--- src/rtl/qar_gpio2.sv ---
// qar_gpio2: register-mapped GPIO with input synchronisers, per-pin debounce, edge/level interrupts and alternate-function muxing
module qar_gpio2 #(
  parameter int WIDTH       = 8,
  parameter int NUM_ALT     = 2,
  parameter int SYNC_STAGES = 2
) (
  input  logic                                   clk,
  input  logic                                   rst,
  input  logic                                   write_en,
  input  logic                                   read_en,
  input  logic [4:0]                             addr_word,
  input  logic [31:0]                            wdata,
  output logic [31:0]                            rdata,
  input  logic [WIDTH-1:0]                       gpio_in,
  input  logic [(NUM_ALT > 0 ? NUM_ALT : 1)-1:0] alt_in,
  output logic [WIDTH-1:0]                       gpio_out,
  output logic [WIDTH-1:0]                       gpio_dir,
  output logic                                   irq
);
  localparam logic [WIDTH-1:0] ALT_MASK = {WIDTH{1'b1}} >> (WIDTH - NUM_ALT);
  logic [WIDTH-1:0] dir_q, dir_d, out_q, out_d, irq_en_q, irq_en_d, irq_st_q, irq_st_d;
  logic [WIDTH-1:0] alt_sel_q, alt_sel_d, irq_rise_q, irq_rise_d, irq_fall_q, irq_fall_d;
  logic [WIDTH-1:0] irq_lvl_q, irq_lvl_d, db_en_q, db_en_d;
  logic [15:0] db_cyc_q, db_cyc_d;
  logic [SYNC_STAGES-1:0][WIDTH-1:0] sync_q;
  logic [WIDTH-1:0][15:0] cnt_q, cnt_d;
  logic [WIDTH-1:0] db_q, db_d, dq_q, s, rise, fall, set_term, wd, alt_vec;
  logic [31:0] we, rd_val, rdata_q;
  logic [16:0] thresh;
  logic irq_q;
  logic unused_ok;
  assign unused_ok = ^{wdata, we, alt_in};
  assign wd = wdata[WIDTH-1:0];
  assign we = write_en ? (32'd1 << addr_word) : '0;
  assign s = sync_q[SYNC_STAGES-1];
  assign thresh = (db_cyc_q == 16'd0) ? 17'd1 : {1'b0, db_cyc_q};
  assign rise = db_q & ~dq_q;
  assign fall = ~db_q & dq_q;
  assign set_term = (irq_lvl_q & ((irq_rise_q & db_q) | (irq_fall_q & ~db_q))) |
                    (~irq_lvl_q & ((irq_rise_q & rise) | (irq_fall_q & fall)));
  for (genvar i = 0; i < WIDTH; i++) begin : g_pin
    logic [16:0] inc;
    logic hit;
    assign inc = {1'b0, cnt_q[i]} + 17'd1;
    assign hit = (s[i] != db_q[i]) && (inc >= thresh);
    assign db_d[i] = db_en_q[i] ? (hit ? s[i] : db_q[i]) : s[i];
    assign cnt_d[i] = (!db_en_q[i] || s[i] == db_q[i] || hit) ? 16'd0 : inc[15:0];
  end
  for (genvar j = 0; j < WIDTH; j++) begin : g_alt
    if (j < NUM_ALT) begin : g_src
      assign alt_vec[j] = alt_in[j];
    end else begin : g_none
      assign alt_vec[j] = 1'b0;
    end
  end
  assign gpio_dir = dir_q;
  assign gpio_out = (out_q & ~alt_sel_q) | (alt_vec & alt_sel_q);
  assign rdata = rdata_q;
  assign irq = irq_q;
  // Register next-state from write decode; a same-cycle status set overrides W1C
  always_comb begin
    dir_d      = we[0] ? wd : dir_q;
    out_d      = we[1] ? wd : we[3] ? (out_q | wd) : we[4] ? (out_q & ~wd) : we[5] ? (out_q ^ wd) : out_q;
    irq_en_d   = we[6] ? wd : irq_en_q;
    irq_st_d   = (irq_st_q & ~(we[7] ? wd : '0)) | set_term;
    alt_sel_d  = we[8] ? (wd & ALT_MASK) : alt_sel_q;
    irq_rise_d = we[9] ? wd : irq_rise_q;
    irq_fall_d = we[10] ? wd : irq_fall_q;
    irq_lvl_d  = we[11] ? wd : irq_lvl_q;
    db_en_d    = we[12] ? wd : db_en_q;
    db_cyc_d   = we[13] ? wdata[15:0] : db_cyc_q;
  end
  // Read mux sees pre-write register values so a coincident write is not reflected
  always_comb begin
    rd_val = '0;
    case (addr_word)
      5'd0:  rd_val = 32'(dir_q);
      5'd1:  rd_val = 32'(out_q);
      5'd2:  rd_val = 32'(db_q);
      5'd6:  rd_val = 32'(irq_en_q);
      5'd7:  rd_val = 32'(irq_st_q);
      5'd8:  rd_val = 32'(alt_sel_q);
      5'd9:  rd_val = 32'(irq_rise_q);
      5'd10: rd_val = 32'(irq_fall_q);
      5'd11: rd_val = 32'(irq_lvl_q);
      5'd12: rd_val = 32'(db_en_q);
      5'd13: rd_val = 32'(db_cyc_q);
      5'd14: rd_val = 32'(s);
      default: ;
    endcase
  end
  // Control/status registers, synchroniser, debounce state, read data and irq
  always_ff @(posedge clk) begin
    if (rst) begin
      dir_q      <= '0;
      out_q      <= '0;
      irq_en_q   <= '0;
      irq_st_q   <= '0;
      alt_sel_q  <= '0;
      irq_rise_q <= '1;
      irq_fall_q <= '0;
      irq_lvl_q  <= '0;
      db_en_q    <= '0;
      db_cyc_q   <= 16'd32;
      sync_q     <= '0;
      db_q       <= '0;
      dq_q       <= '0;
      cnt_q      <= '0;
      rdata_q    <= '0;
      irq_q      <= 1'b0;
    end else begin
      dir_q      <= dir_d;
      out_q      <= out_d;
      irq_en_q   <= irq_en_d;
      irq_st_q   <= irq_st_d;
      alt_sel_q  <= alt_sel_d;
      irq_rise_q <= irq_rise_d;
      irq_fall_q <= irq_fall_d;
      irq_lvl_q  <= irq_lvl_d;
      db_en_q    <= db_en_d;
      db_cyc_q   <= db_cyc_d;
      sync_q     <= {sync_q[SYNC_STAGES-2:0], gpio_in};
      db_q       <= db_d;
      dq_q       <= db_q;
      cnt_q      <= cnt_d;
      rdata_q    <= read_en ? rd_val : '0;
      irq_q      <= |(irq_st_q & irq_en_q);
    end
  end
endmodule

--- config.mk ---
export PLATFORM = sky130hd
export DESIGN_NAME = qar_gpio2
export DESIGN_NICKNAME = d
export VERILOG_FILES = /design/src/rtl/qar_gpio2.sv
export SDC_FILE = /design/constraint.sdc
export NUM_CORES = 1
export LEC_CHECK = 0
export BUFFER_PORTS_ARGS = -buffer_cell sky130_fd_sc_hd__buf_2
export CAP_MARGIN = 10
export CELL_PAD_IN_SITES_DETAIL_PLACEMENT = 0
export CELL_PAD_IN_SITES_GLOBAL_PLACEMENT = 1
export CORE_MARGIN = 4
export CORE_UTILIZATION = 30
export DETAILED_ROUTE_END_ITERATION = 6
export HOLD_SLACK_MARGIN = 0.08
export PLACE_DENSITY_LB_ADDON = 0.1
export SLEW_MARGIN = 20
export SYNTH_ARGS = -nofsm -noshare
export SYNTH_HDL_FRONTEND = slang
export SYNTH_SLANG_ARGS = --single-unit
--- constraint.sdc ---
create_clock -name clk -period 4.2 [get_ports clk]
set_input_delay 0.84 -clock clk [delete_from_list [all_inputs] [get_ports clk]]
set_output_delay 0.84 -clock clk [all_outputs]
set_load 0.03 [all_outputs]
==> results of run 1 <==
==> worst max-delay path, cell delays in order, from the launching register on <==
cell and delay [ps]:
dfxtp_1 410, ha_1 210, nand3_1 190, nor4_1 530
xor2_1 150, ha_1 350, nand4_1 170, or4_1 560
a21o_1 190, nand4_1 120, or3_4 290, and2b_1 210
==> power groups by stage <==
stage                     combinational (uW)  sequential [uW]  clock, uW
after CTS                                215             2500       3060
final                                    213             2500       2950
after floorplan                          153             2540          0
after detailed placement                 214             2550          0
after global routing                     236             2500       3140
after global placement                   214             2550          0
==> logic make-up after synthesis <==
| logic type | after synthesis | synth area share |
|---|---|---|
| compound gates | 248 | 0.116 |
| xor+xnor | 121 | 0.0746 |
| fa+ha+maj | 152 | 0.134 |
| buf+inv | 122 | 0.0421 |
| flops | 259 | 0.365 |
| mux | 47 | 0.0342 |
| other cells | 1 | 0.000264 |
| simple gates | 629 | 0.234 |
==> cells in the mapped netlist, drive strengths merged (13+ instances only) <==
cell type,n
dfxtp,259
ha,152
nor2b,140
nor2,137
nand2,125
a21oi,80
nand3,75
xnor2,71
inv,56
xor2,50
buf,42
o21ai,40
mux2i,35
nand4,34
nor3,30
clkbuf,24
a221oi,23
and3,21
nand2b,19
a21o,18
a31oi,14
and4,13
==> layout make-up <==
| class | instances | area share |
|---|---|---|
| clock buffer | 50 | 0.0625 |
| multi-input combinational | 1213 | 0.523 |
| clock inverter | 9 | 0.00679 |
| inverter | 56 | 0.0130 |
| timing repair buffer | 84 | 0.0287 |
| tap | 607 | 0.0468 |
| sequential | 259 | 0.320 |
==> routing by layer <==
metal  share of wire  track usage
met5               0            0
met3           0.037       0.0242
met1            0.49        0.239
met4           0.026       0.0516
met2            0.44        0.271
==> worst paths after layout <==
path	start	endpoint	slack, ps	depth (start not counted)
max	cnt_q[48]	cnt_q[51]	700	11
min	sync_q[1]	s[1]	440	1
max reg2reg	cnt_q[48]	cnt_q[51]	700	11
min reg2reg	sync_q[1]	s[1]	440	1
==> through the flow <==
stage	area [sq um]	util	std cells	setup slack (ps)	hold WS [ps]
floorplan	14300	-	1594	1260	414
global placement	15100	0.324	2219	684	425
detailed placement	15100	0.324	2219	693	429
CTS	16200	0.348	2278	669	442
global route	16200	0.348	2278	421	459
finish	16200	0.348	2278	699	438
==> summary.txt, run 1 <==
Status
  • Status: finished clean

Yosys
  • Seq cells post-synth: 259
  • Yosys Warn Count: 0
  • Ys async rst share: 0
  • Cell variety after synth: 68
  • Avg Cell Area, Syn: 9.00 sq um
  • Syn Std Cell Area: 14200 sq um
  • Predominant post-synthesis flop cell: dfxtp_1
  • Share of Yosys cell area claimed by the top area cell type: 0.365
  • Area contributors post-synth: dfxtp_1 (36%), ha_1 (13%), nor2b_1 (5.1%)
  • Post-synth EDFFs: 0
  • Gate Count Post-Synth: 1579
  • Area leader, netlist: dfxtp_1
  • Sequential area share after synthesis: 0.365

Worst hold path
  • Hold Crit Class: flop to flop

Routing
  • DRC errors left: 0
  • Vias: 11307
  • Antenna Nets Post-Route: 0
  • Avg Vias per Cell: 4.96
  • Total Wirelength: 43300 microns
  • Drt wl/cell: 19.0 microns
  • Initial DRT Pass Iterations: 6
  • Initial DRC Count: 629

Layout
  • N_diodes: 0
  • Multi-input gate area: 8480 sq um
  • Commonest cells after routing, fill and taps aside: dfxtp_1 (259), ha_1 (152), nor2_1 (131)
  • Reg area: 5180 sq um
  • Area growth syn-to-layout: 14.2%
  • Max reg flops: 128
  • Share of cells above drive strength 1: 0.118
  • Most flop-heavy register: cnt_q
  • Most common cell after layout, fill and taps aside: dfxtp_1
  • # nets final: 1852
  • # fillers: 4844

GRT
  • Total global-route track usage: 0.170
  • Initial antenna violation count: 0
  • Gr ovfl total: 0
  • Largest net degree at the start of global routing: 60
  • Vias in the first global route: 11159
  • First-pass GRT wire length: 66900 microns

Power
  • Sw Pwr: 1320 uW
  • P per Cell Area: 349 nW/um^2
  • Switch share: 0.234
  • Total Power: 5670 uW
  • Comb power frac: 0.038
  • Internal: 4340 uW
  • Worst vdd ir: 244 uV
  • Leakage Power: 0.00681 uW
  • Sequential Power Share: 0.441
  • Clk network pwr share: 0.521

Clocking
  • Clock tree buffer depth: 3
  • Root Driver: clkbuf_16
  • CTS sink cnt: 259
  • Setup bufs post-CTS: 0
  • H-tree depth: 2
  • TritonCTS clock tree: yes
  • CTS resizes: 0
  • Worst-path clk slew: 50 ps
  • Clk_lat worst skew: 540 ps
  • Hold-fix buffers at CTS: 0
  • CTS buffer count: 35

Floorplanning
  • Die Y-Extent: 226 microns
  • CORE AREA: 46700 sq um
  • Row cnt: 79
  • Initial Util: 0.305
  • Io pins: 100
  • Die area: 50900 sq um
  • Width of the die: 226 microns

STA
  • Number of setup violations in the final report: 0
  • FMAX: 0.286 GHz
  • RSZ-0062 raised after global routing: false
  • Setup TNS Final: 0 ps
  • Post-route minimum period: 3500 ps
  • Max_slew headroom: 0.418
  • Final Max Slew Viols: 0
  • Worst Max-Slew Pin Slew: 867 ps
  • Fin. Hold Viols: 0
  • Ratio of final minimum period to clock period: 0.834
  • Final Skew: 15.0 ps

Worst setup path
  • Setup crit start kind: flop
  • WP data arrival: 3920 ps
  • WP data required: 4620 ps
  • Kind of end point of the critical path: flop
  • CP Max Fanout: 16
  • Critical path type: flop to flop

Place
  • Final HPWL DP: 31100 microns
  • IO Port Bufs: 67
  • Placer congestion estimate: 0.775

Job
  • Max-Cap Viols: 0
Power figures use the tool's default switching activity.
==> run 2: changes to the inputs <==
Settings changed: ABC_AREA set to 1.
Clock period 4.2 ns to 3.5 ns, I/O delays scaled along.
==> run 2 against run 1 <==
First-iteration DRC count is 13% lower. Cell count is 27% higher. Count of clock-buffer cells in the layout is 3 lower. Critical path depth is 6 higher. Register-to-register slack worse by 280 ps. Power is 24% higher. Critical endpoint is now cnt_q[78].
==> summary.txt, run 2 <==
Clocking
  • TritonCTS clock tree: yes
  • Clk_lat worst skew: 550 ps
  • Clock tree buffer depth: 3
  • Worst-path clk slew: 50 ps
  • Root Driver: clkbuf_16
  • H-tree depth: 2
  • Hold-fix buffers at CTS: 0
  • CTS sink cnt: 259
  • CTS buffer count: 35

Layout
  • Area growth syn-to-layout: 15.4%
  • Commonest cells after routing, fill and taps aside: nand2_1 (360), inv_1 (351), nor2_1 (293)
  • Max reg flops: 128
  • Most flop-heavy register: cnt_q
  • Share of cells above drive strength 1: 0.0999
  • # nets final: 2404
  • Final cell utilization of the core: 0.351
  • Most common cell after layout, fill and taps aside: nand2_1
  • N_diodes: 0
  • # fillers: 5515

Worst setup path
  • Kind of end point of the critical path: flop
  • Most used cell, CP: nor2_1
  • Worst path cell trace: ha_1 > nand2_1 > nor2_2 > nand4_1 > nor2_1 > nand3_1 > xor2_1 > ha_1 > nand2_1 > nor2_1 > nand4_1 > o211ai_1 > nor2_1 > nand2_1 > nand2_2 > nand4_4 > nor2_1
  • Critical path type: flop to flop
  • Largest stage delay, worst path: 370 ps
  • CP Max Fanout: 16
  • Setup crit start kind: flop
  • CP bufs+invs: 0
  • WP data arrival: 3540 ps
  • WP data required: 3960 ps
  • Slowest cell on crit path: dfxtp_1
  • Cell family with most CP delay: simple AND/OR/NAND/NOR gates

Yosys
  • Ys async rst share: 0
  • Share of Yosys cell area claimed by the top area cell type: 0.339
  • Gate Count Post-Synth: 2104
  • Area contributors post-synth: dfxtp_1 (34%), ha_1 (12%), nand2_1 (8.9%)
  • Area leader, netlist: dfxtp_1
  • Syn Std Cell Area: 15300 sq um
  • Count leader, synth: nand2_1
  • Commonest cells in the netlist: nand2_1 (361), inv_1 (352), nor2_1 (295)
  • Cell variety after synth: 45
  • Post-synth EDFFs: 0
  • Predominant post-synthesis flop cell: dfxtp_1
  • Avg Cell Area, Syn: 7.27 sq um
  • Yosys Warn Count: 0
  • Sequential area share after synthesis: 0.339
  • Seq cells post-synth: 259

GRT
  • Vias in the first global route: 13012
  • Initial antenna violation count: 0
  • Gr ovfl total: 0
  • Total global-route track usage: 0.171
  • Largest net degree at the start of global routing: 47
  • First-pass GRT wire length: 72500 microns

Power
  • Leakage Power: 0.00800 uW
  • Worst vdd ir: 333 uV
  • P per Cell Area: 397 nW/um^2

Floorplanning
  • Die area: 54600 sq um
  • Width of the die: 234 microns
  • Initial Util: 0.304
  • Io pins: 100
  • Row cnt: 82
  • CORE AREA: 50300 sq um
  • Die Y-Extent: 234 microns

Job
  • Max-Cap Viols: 0

STA
  • Max_slew headroom: 0.422
  • Final Skew: 22.2 ps
  • Fin. Hold Viols: 0
  • Worst Max-Slew Pin Slew: 863 ps
  • RSZ-0062 raised after global routing: false
  • FMAX: 0.325 GHz
  • Number of setup violations in the final report: 0
  • Post-route minimum period: 3080 ps
  • Setup TNS Final: 0 ps
  • Ratio of final minimum period to clock period: 0.880
  • Final Max Slew Viols: 0

Routing
  • Avg Vias per Cell: 4.58
  • Antenna Nets Post-Route: 0
  • Initial DRC Count: 546
  • Initial DRT Pass Iterations: 5
  • Total Wirelength: 46800 microns
  • Vias: 13251
  • Drt wl/cell: 16.2 microns
  • DRC errors left: 0

Worst hold path
  • Hold Crit Class: input pin to flop

Place
  • IO Port Bufs: 67
  • Final HPWL DP: 34900 microns
  • Placer congestion estimate: 0.797

Status
  • Status: finished clean
## run 2: cell count changes after synthesis, sizes merged, moves of 19 or more
cell / before / now
a21oi: 80 / 113
mux2i: 35 / 0
nor2: 137 / 319
nor2b: 140 / 0
o211ai: 2 / 22
xor2: 50 / 72
nand2b: 19 / 0
o21ai: 40 / 92
nand3: 75 / 102
xnor2: 71 / 30
nand2: 125 / 374
inv: 56 / 363
## run 2: cell families (layout without fill, tap and decap cells)
kind of cell | Yosys count | in the layout | share of synthesized area
xor gates and xnor gates | 102 | 102 | 0.0584
and+or+nand+nor | 883 | 883 | 0.259
AOI/OAI and AO/OA | 289 | 289 | 0.108
DFF | 259 | 259 | 0.339
buffers and inverters | 418 | 521 | 0.112
other | 1 | 16 | 0.000245
adders and majority gates | 152 | 152 | 0.124
## run 2: where the power goes
part	internal (uW)	leakage (uW)	switching [uW]
Sequential	2980	0.00209	26.0
Clock	2270	0.000570	1400
Combinational	87.8	0.00534	236
## run 2: worst min-delay path: stages
cell and delay (ps):
buf_2 70, inv_1 30, nor2_1 70
## run 2: final cells by class
type,count,area (sq um),area share
Clock buffer,47,993,0.0563
Multi-Input combinational cell,1442,8470,0.480
Clock inverter,11,155,0.00879
Tap cell,672,841,0.0477
Sequential cell,259,5180,0.294
Timing Repair Buffer,100,633,0.0359
Inverter,363,1360,0.0772
## run 2: layer usage
metal | vias to the layer above | part of all wire | GRT usage
met5 | - | 0 | 0
met4 | 0 | 0.031 | 0.0590
met2 | 222 | 0.47 | 0.290
li1 | 6907 | - | -
met1 | 6054 | 0.46 | 0.221
met3 | 68 | 0.036 | 0.0249
## run 2: repair_timing
item                       in CTS  in global routing
setup endpoints to repair       0                 59
setup buffers                   0                  3
resized for setup               0                  4
## run 2: stage by stage
step / instance area (sq um) / setup slack, ps / instances / total power [uW] / hold WS (ps)
final: 17600 / 421 / 2894 / 7000 / 366
after floorplan: 15300 / 653 / 2119 / 3280 / 388
after global routing: 17600 / 5.21 / 2894 / 7280 / 371
after global placement: 16400 / 324 / 2833 / 3400 / 404
after detailed placement: 16400 / 296 / 2833 / 3400 / 399
after CTS: 17600 / 244 / 2891 / 7130 / 344
## run 2: final timing paths
kind / startpoint / end / slack (ps) / depth (start not counted)
min: gpio_in[7] / sync_q[7] / 370 / 3
max reg2reg: cnt_q[64] / cnt_q[78] / 420 / 17
max: cnt_q[64] / cnt_q[78] / 420 / 17
min reg2reg: sync_q[5] / s[5] / 410 / 2
==> run 3: changes to the inputs <==
Settings changed: CORE_UTILIZATION 30 to 40.
==> run 3 against run 2 <==
Worst setup slack got worse by 50 ps. Cell count decreased by 5.5%. Combinational power about the same. Clock power increased by 1%. Non-clock buffer count decreased by 1. Routed wire length decreased by 5.9%. Critical path type unchanged. First-iteration DRC count increased by 42%. Core utilization increased by 11 points. Register-to-register slack got worse by 50 ps.
==> summary.txt, run 3 (same netlist as run 2, synthesis figures left out) <==
Status
  • Status: finished clean

GRT
  • First-pass GRT wire length: 70200 microns
  • Initial antenna violation count: 0
  • Vias in the first global route: 13041
  • Gr ovfl total: 0
  • Total global-route track usage: 0.214
  • Largest net degree at the start of global routing: 47

Layout
  • N_diodes: 0
  • Final cell utilization of the core: 0.463
  • Commonest cells after routing, fill and taps aside: nand2_1 (361), inv_1 (351), nor2_1 (295)
  • Most common cell after layout, fill and taps aside: nand2_1
  • Area growth syn-to-layout: 14.1%
  • Most flop-heavy register: cnt_q
  • # nets final: 2402
  • Max reg flops: 128
  • Share of cells above drive strength 1: 0.100

Routing
  • Total Wirelength: 44000 microns
  • Avg Vias per Cell: 4.85
  • Vias: 13276
  • DRC errors left: 0
  • Initial DRT Pass Iterations: 5
  • Drt wl/cell: 16.1 microns
  • Antenna Nets Post-Route: 0
  • Initial DRC Count: 776

Power
  • Total Power: 7050 uW
  • Worst vdd ir: 289 uV
  • Clk network pwr share: 0.528
  • Internal: 5390 uW
  • Sw Pwr: 1660 uW
  • Switch share: 0.236
  • Leakage Power: 0.00801 uW
  • Sequential Power Share: 0.426
  • Comb power frac: 0.046
  • P per Cell Area: 404 nW/um^2

Worst setup path
  • Slowest cell on crit path: dfxtp_1
  • Kind of end point of the critical path: flop
  • FF-to-FF Start: cnt_q[112]
  • Setup crit start kind: flop
  • Worst path cell trace: ha_1 > nand3_1 > nor2_4 > nand2_1 > nor4_1 > xor2_1 > ha_1 > nand2_1 > inv_1 > o21ai_0 > nand3b_1 > nor2_1 > nand2_1 > nand2_2 > nand4_4 > nor2_1
  • WP data arrival: 3580 ps
  • Largest stage delay, worst path: 380 ps
  • Worst Setup SP: cnt_q[112]
  • Cell family with most CP delay: simple AND/OR/NAND/NOR gates
  • Most used cell, CP: nand2_1
  • Critical path type: flop to flop
  • WP data required: 3950 ps
  • CP Max Fanout: 16
  • CP bufs+invs: 1

STA
  • Setup TNS Final: 0 ps
  • Worst Max-Slew Pin Slew: 984 ps
  • RSZ-0062 raised after global routing: false
  • Number of setup violations in the final report: 0
  • Max_slew headroom: 0.341
  • FMAX: 0.320 GHz
  • Fin. Hold Viols: 0
  • Final Skew: 19.4 ps
  • Ratio of final minimum period to clock period: 0.894
  • Post-route minimum period: 3130 ps
  • Final Max Slew Viols: 0

Floorplanning
  • Width of the die: 204 microns
  • Io pins: 100
  • Die area: 41400 sq um
  • CORE AREA: 37700 sq um
  • Initial Util: 0.406
  • Die Y-Extent: 204 microns
  • Row cnt: 71

Clocking
  • Root Driver: clkbuf_16
  • CTS buffer count: 34
  • H-tree depth: 2
  • Hold-fix buffers at CTS: 0
  • TritonCTS clock tree: yes
  • Clock tree buffer depth: 3
  • CTS sink cnt: 259
  • Worst-path clk slew: 60 ps
  • Clk_lat worst skew: 540 ps

Place
  • Final HPWL DP: 32500 microns
  • IO Port Bufs: 67
  • Placer congestion estimate: 0.843

Worst hold path
  • Hold Crit Class: input pin to flop
  • Hold Path Origin: gpio_in[3]

Job
  • Max-Cap Viols: 0
run 3: cell types whose count changed in the layout (fill, tap and decap cells not counted), sizes merged:
cell    delta
buf        -1
clkbuf     +3
clkinv     -1
inv        +1
run 3: worst min-delay path, stage by stage:
cell and delay (ps):
buf_2 70, inv_1 30, nor2_1 60
run 3: per-layer routing:
layer | part of all wire | GRT usage | vias to the layer above
met5 | 0 | 0 | -
met4 | 0.024 | 0.0597 | 0
met3 | 0.040 | 0.0278 | 61
met2 | 0.47 | 0.366 | 218
met1 | 0.47 | 0.285 | 6081
li1 | - | - | 6916
run 3: path summary, 6_finish.rpt:
check	endpoint	slack [ps]	cells past startpoint
worst max-delay path	cnt_q[114]	370	16
worst min-delay path	sync_q[3]	370	3
worst max register to register	cnt_q[114]	370	16
worst min register to register	s[7]	400	2
run 3: through the flow:
stage / area (sq um) / hold slack (ps) / cells / setup WS [ps]
after floorplan: 15300 / 388 / 2119 / 653
after global placement: 16200 / 394 / 2672 / 125
after detailed placement: 16200 / 401 / 2672 / 48.4
after CTS: 17400 / 341 / 2733 / 6.19
after global routing: 17400 / 373 / 2735 / 0.824
final: 17400 / 370 / 2735 / 370
run 3: power groups by stage:
stage	clock network [uW]	registers (uW)	logic, uW
floorplan	0	3060	215
global placement	0	3070	321
detailed placement	0	3070	323
CTS	3820	3000	324
global route	3920	3010	359
finish	3720	3010	322
run 3: repair_timing:
action	CTS	global route
endpoints found under the setup margin	0	48
resized for setup	0	2
setup buffers	0	2
run 3: area by class of cell:
class,count,area (sq um)
multi-input cells,1442,8480
fillers,3907,20200
clock inverters,11,163
repair buffers,99,601
well taps,511,639
clock buffers,50,1020
inverters,363,1360
flip-flops and latches,259,5180
